$ cat config.mk
export PLATFORM = sky130hd
export DESIGN_NAME = decoder_scan_flat
export DESIGN_NICKNAME = d
export VERILOG_FILES = /design/src/rtl/decoder_scan_if.sv /design/src/rtl/decoder_scan.sv /design/src/flat_wrapper.sv
export SDC_FILE = /design/constraint.sdc
export NUM_CORES = 1
export LEC_CHECK = 0
export CORE_MARGIN = 5
export CORE_UTILIZATION = 54
export CTS_BUF_LIST = sky130_fd_sc_hd__clkbuf_4 sky130_fd_sc_hd__clkbuf_8
export DETAILED_ROUTE_END_ITERATION = 6
export GPL_ROUTABILITY_DRIVEN = 0
export GPL_TIMING_DRIVEN = 0
export HOLD_SLACK_MARGIN = 0.12
export PLACE_DENSITY = 0.79
export SYNTH_ARGS = -nofsm -noshare
export SYNTH_HDL_FRONTEND = slang
export SYNTH_SLANG_ARGS = --single-unit
$ cat constraint.sdc
create_clock -name clk -period 2.1 [get_ports clk]
set_input_delay 0.42 -clock clk [delete_from_list [all_inputs] [get_ports clk]]
set_output_delay 0.42 -clock clk [all_outputs]
set_load 0.03 [all_outputs]
$ cat src/rtl/decoder_scan_if.sv
// decoder_scan bus: enable/mode/select in,
// one-hot decode, index and scan pulses out.
interface decoder_scan_if #(
  parameter int N = 3
);
  logic             E;
  logic             MODE;
  logic [N-1:0]     A;
  logic [2**N-1:0]  Y;
  logic [N-1:0]     IDX;
  logic             STEP;
  logic             WRAP;

  modport master (
    output E, MODE, A,
    input  Y, IDX, STEP, WRAP
  );

  modport slave (
    input  E, MODE, A,
    output Y, IDX, STEP, WRAP
  );
endinterface

$ cat src/rtl/decoder_scan.sv
// Registered N-to-2**N decoder with direct
// select and a prescaled auto-scan mode.
module decoder_scan #(
  parameter int N   = 3,
  parameter int DIV = 4
) (
  input  logic          clk,
  input  logic          rst,
  decoder_scan_if.slave bus
);

  localparam int NW = 2**N;
  localparam logic [7:0] DIV_M1 = 8'(DIV - 1);

  typedef enum logic [1:0] {
    IDLE,
    DIRECT,
    SCAN
  } state_t;

  state_t          state_q, state_d;
  logic [7:0]      presc_q, presc_d;
  logic [N-1:0]    idx_q, idx_d;
  logic [NW-1:0]   y_q, y_d;
  logic            step_q, step_d;
  logic            wrap_q, wrap_d;

  logic go_idle;
  logic go_dir;
  logic go_entry;
  logic in_scan;

  function automatic logic [NW-1:0] onehot(
    input logic [N-1:0] i
  );
    onehot    = '0;
    onehot[i] = 1'b1;
  endfunction

  // Mutually exclusive event decode; enable has top priority.
  always_comb begin
    go_idle  = !bus.E;
    go_dir   = bus.E && !bus.MODE;
    go_entry = bus.E && bus.MODE
               && (state_q != SCAN);
    in_scan  = bus.E && bus.MODE
               && (state_q == SCAN);
  end

  // Next state: pause holds IDX/prescaler; scan entry reloads from A.
  always_comb begin
    state_d = state_q;
    presc_d = presc_q;
    idx_d   = idx_q;
    y_d     = '0;
    step_d  = 1'b0;
    wrap_d  = 1'b0;
    unique case (1'b1)
      go_idle: begin
        state_d = IDLE;
      end
      go_dir: begin
        state_d = DIRECT;
        idx_d   = bus.A;
        y_d     = onehot(bus.A);
      end
      go_entry: begin
        state_d = SCAN;
        idx_d   = bus.A;
        y_d     = onehot(bus.A);
        presc_d = '0;
      end
      in_scan: begin
        if (presc_q == DIV_M1) begin
          presc_d = '0;
          idx_d   = idx_q + 1'b1;
          y_d     = onehot(idx_q + 1'b1);
          step_d  = 1'b1;
          wrap_d  = (idx_q == '1);
        end else begin
          presc_d = presc_q + 8'd1;
          y_d     = onehot(idx_q);
        end
      end
      default: begin
        state_d = IDLE;
      end
    endcase
  end

  // State and output registers with synchronous reset.
  always_ff @(posedge clk) begin
    if (rst) begin
      state_q <= IDLE;
      presc_q <= '0;
      idx_q   <= '0;
      y_q     <= '0;
      step_q  <= 1'b0;
      wrap_q  <= 1'b0;
    end else begin
      state_q <= state_d;
      presc_q <= presc_d;
      idx_q   <= idx_d;
      y_q     <= y_d;
      step_q  <= step_d;
      wrap_q  <= wrap_d;
    end
  end

  assign bus.Y    = y_q;
  assign bus.IDX  = idx_q;
  assign bus.STEP = step_q;
  assign bus.WRAP = wrap_q;

endmodule

$ cat src/flat_wrapper.sv
// flat-port wrapper written by rule: the top's interface ports become plain ports
module decoder_scan_flat 
#(
  parameter int N   = 3,
  parameter int DIV = 4
)
  (clk, rst, bus_E, bus_MODE, bus_A, bus_Y, bus_IDX, bus_STEP, bus_WRAP);
  decoder_scan_if #(.N(N)) bus_i ();
  input  logic clk;
  input  logic rst;
  input wire logic [$bits(bus_i.E)-1:0] bus_E;
  input wire logic [$bits(bus_i.MODE)-1:0] bus_MODE;
  input wire logic [$bits(bus_i.A)-1:0] bus_A;
  output wire logic [$bits(bus_i.Y)-1:0] bus_Y;
  output wire logic [$bits(bus_i.IDX)-1:0] bus_IDX;
  output wire logic [$bits(bus_i.STEP)-1:0] bus_STEP;
  output wire logic [$bits(bus_i.WRAP)-1:0] bus_WRAP;
  assign bus_i.E = bus_E;
  assign bus_i.MODE = bus_MODE;
  assign bus_i.A = bus_A;
  assign bus_Y = bus_i.Y;
  assign bus_IDX = bus_i.IDX;
  assign bus_STEP = bus_i.STEP;
  assign bus_WRAP = bus_i.WRAP;
  decoder_scan #(.N(N), .DIV(DIV)) u_core (.clk(clk), .rst(rst), .bus(bus_i));
endmodule
==> flow_summary.toml <==
[yosys]
synth-compound-area-share = 0.196
synth_top_family_by_area = "simple AND/OR/NAND/NOR gates"
syn_area_um2 = 1220
yosysTopAreaCellShare = 0.377
netlist_top_cells_area = "dfxtp_1 38%, a31oi_1 4.1%, nor2_1 4.0%"
synth-simple-area-share = 0.279
synth_common_cells = "23 x dfxtp_1, 13 x nor2_1, 9 x a21oi_1"
synth-xor-area-share = 0.00717
ys_seq_area_frac = 0.377
yosysUniqueCellTypes = 44
synth_warnings = 0
syn-num-nets = 144
yosysTopAreaCell = "dfxtp_1"
synth_flop_cell = "dfxtp_1"
synth.most_common_cell = "dfxtp_1"
synthMuxAreaShare = 0.0523
ys_seq_elements = 23
synth_edf_count = 0
synth.avg_cell_area_um2 = 9.11
async_flop_share = 0
netlist_instances = 134
synthAdderAreaFrac = 0.0307

[clock_tree]
clock-sinks = 23
ctsResizeCount = 0
clock_tree.htree_level_count = 1
cts_root_buffer = "clkbuf_4"
worstSkewPairLatency_ps = 310
cts_hold_buf = 0
tritoncts = "yes"
clkTransAtPathRegs_ps = 130
cts_buffers = 3
post_cts_buffers = 0
clk_path_buf_depth = 2

[detailed_routing]
wirelength_um = 2730
avgViaCountPerCell = 6.14
dr.pass1.iters = 7
wire_per_inst_um = 15.0
final_antenna_net_count = 0
first_iter_violations = 21
vias = 1117
route.detailed.drc = 0

[timing]
hold_viol = 0
fin_hold_ws_ps = 299
fin_crit_ps = 1940
setup-tns-final_ps = 0
slew-limit-headroom = 0.631
finalMaxSlewViolations = 0
skew_ps = 8.38
fmax_mhz = 516
setup_violations = 0
finalCritPeriodShare = 0.924
rsz0062_at_grt = "no"
worstMarginPinSlew_ps = 553

[place]
dp_hpwl_um = 2050
io_buffers = 16

[worst_setup_path]
cp-start-kind = "flip-flop"
regToRegEndpoint = "u_core.bus.Y[2]$_SDFF_PP0_"
critical_path.cell_chain = "clkdlybuf4s50_1"
r2r_slack_ps = 310
ff2ff_path_depth = 6
r2r_start = "u_core.presc_q[0]$_SDFFE_PP0P_"
worstPathMaxFanout = 7
critical_path_required_ps = 1680
slowest_stage = "clkdlybuf4s50_1"
critPathKind = "flip-flop to primary output"
crit_family = "buffers and inverters"
critical_path_buf_inv_count = 1
cp.arrival_ps = 1520
cpPeakStageDelay_ps = 720
endpoint_kind = "primary output"

[worst_hold_path]
worstHoldPathCells = 2
hp-class = "primary input to flip-flop"
holdPathEnd = "u_core.bus.IDX[2]$_SDFFE_PP0P_"
min-delay-start = "rst"

[global_route]
grt_pass1_wl_um = 4550
grt_pass1_vias = 1053
antenna_found_initial = 0
grt_max_degree = 13
grt_usage = 0.173
grt_overflow = 0

[pwr]
ir_drop_v = 0.000315
powerDensity_nw_per_um2 = 548
p_leak_nw = 0.506
power.internal_mw = 0.582
p_clk_frac = 0.277
power.switching_mw = 0.210
comb_power_share = 0.151
switching_share = 0.266
seqPwrFrac = 0.572

[die]
rows = 17
ioPinCount = 20
coreArea_um2 = 2190
start_util = 0.557
die_area_um2 = 3310
die_h_um = 57.6
fp.dieW_um = 57.6

[cells_and_area]
drive_gt1_frac = 0.143
area_delta_synth_final_pct = 18.4
finalNetCount = 165
n_antenna_cell = 0

[run]
drv_cap = 0

[status]
outcome = "completed"
[cells in the final DEF (no fill, tap or decap), types with 4 or more instances in the layout]
cell type and instances:
nand4_1 4, nand2_1 6, clkdlybuf4s50_1 16, dfxtp_1 23, inv_1 5, a21oi_1 9
a31oi_1 8, clkbuf_4 5, nor2_1 13, nand3_1 8
[routing by layer]
metal  up-vias  GRT usage  wire length (um)
met2        26      0.316              1370
met1       539      0.193              1180
met5         -          0                 0
li1        548          -                 -
met4         0     0.0861                50
met3         4     0.0226               132
[stage by stage]
step	cells	utilization	setup WS, ps	total power [mW]	instance area [um2]
2_1_floorplan	134	-	496	0.542	1220
3_3_place_gp	178	0.646	-6.22	0.577	1420
3_5_place_dp	178	0.646	-69.8	0.581	1420
4_1_cts	182	0.660	158	0.796	1450
5_1_grt	182	0.660	101	0.831	1450
6_report	182	0.660	160	0.792	1450
[state kept, by name, indices dropped and copies added, names as in the netlist]
register and cells:
u_core.bus.Y 8, u_core.presc_q 8, u_core.bus.IDX 3, u_core.state_q 2, u_core.bus.STEP 1, u_core.bus.WRAP 1
[cell type report]
class / count / area (um2)
multi-input combinational: 100 / 689
inverter: 5 / 18.8
tap: 28 / 35.0
timing repair buffer: 16 / 160
fill: 195 / 744
clock buffer: 4 / 30.0
sequential: 23 / 460
buffer: 6 / 52.6
[power by group through the flow]
stage / logic, mW / registers (mW) / clock network [mW]
2_1_floorplan: 0.0686 / 0.473 / 0
3_5_place_dp: 0.118 / 0.463 / 0
3_3_place_gp: 0.115 / 0.462 / 0
5_1_grt: 0.128 / 0.455 / 0.248
4_1_cts: 0.119 / 0.453 / 0.225
6_report: 0.120 / 0.453 / 0.220
[logic make-up (layout without fill, tap and decap cells)]
family | Yosys count | after routing
multiplexers | 6 | 6
adder cells (fa/ha/maj) | 3 | 3
AND/OR/NAND/NOR | 55 | 55
XOR/XNOR | 1 | 1
AO/OA/AOI/OAI | 35 | 35
buffers and inverters | 11 | 31
flip-flops | 23 | 23
[how the worst max path moves through the flow]
stage,from,endpoint,cells after the start
after global routing,u_core.bus.IDX[1]$_SDFFE_PP0P_,bus_IDX[1],1
after global placement,bus_MODE,u_core.presc_q[7]$_SDFFE_PP0P_,5
after CTS,u_core.bus.IDX[1]$_SDFFE_PP0P_,bus_IDX[1],1
after detailed placement,bus_MODE,u_core.presc_q[6]$_SDFFE_PP0P_,5
final,u_core.bus.IDX[1]$_SDFFE_PP0P_,bus_IDX[1],1
after floorplan,u_core.bus.IDX[1]$_SDFFE_PP0P_,u_core.bus.IDX[2]$_SDFFE_PP0P_,5
No activity file was read; power rests on OpenSTA's default activity.
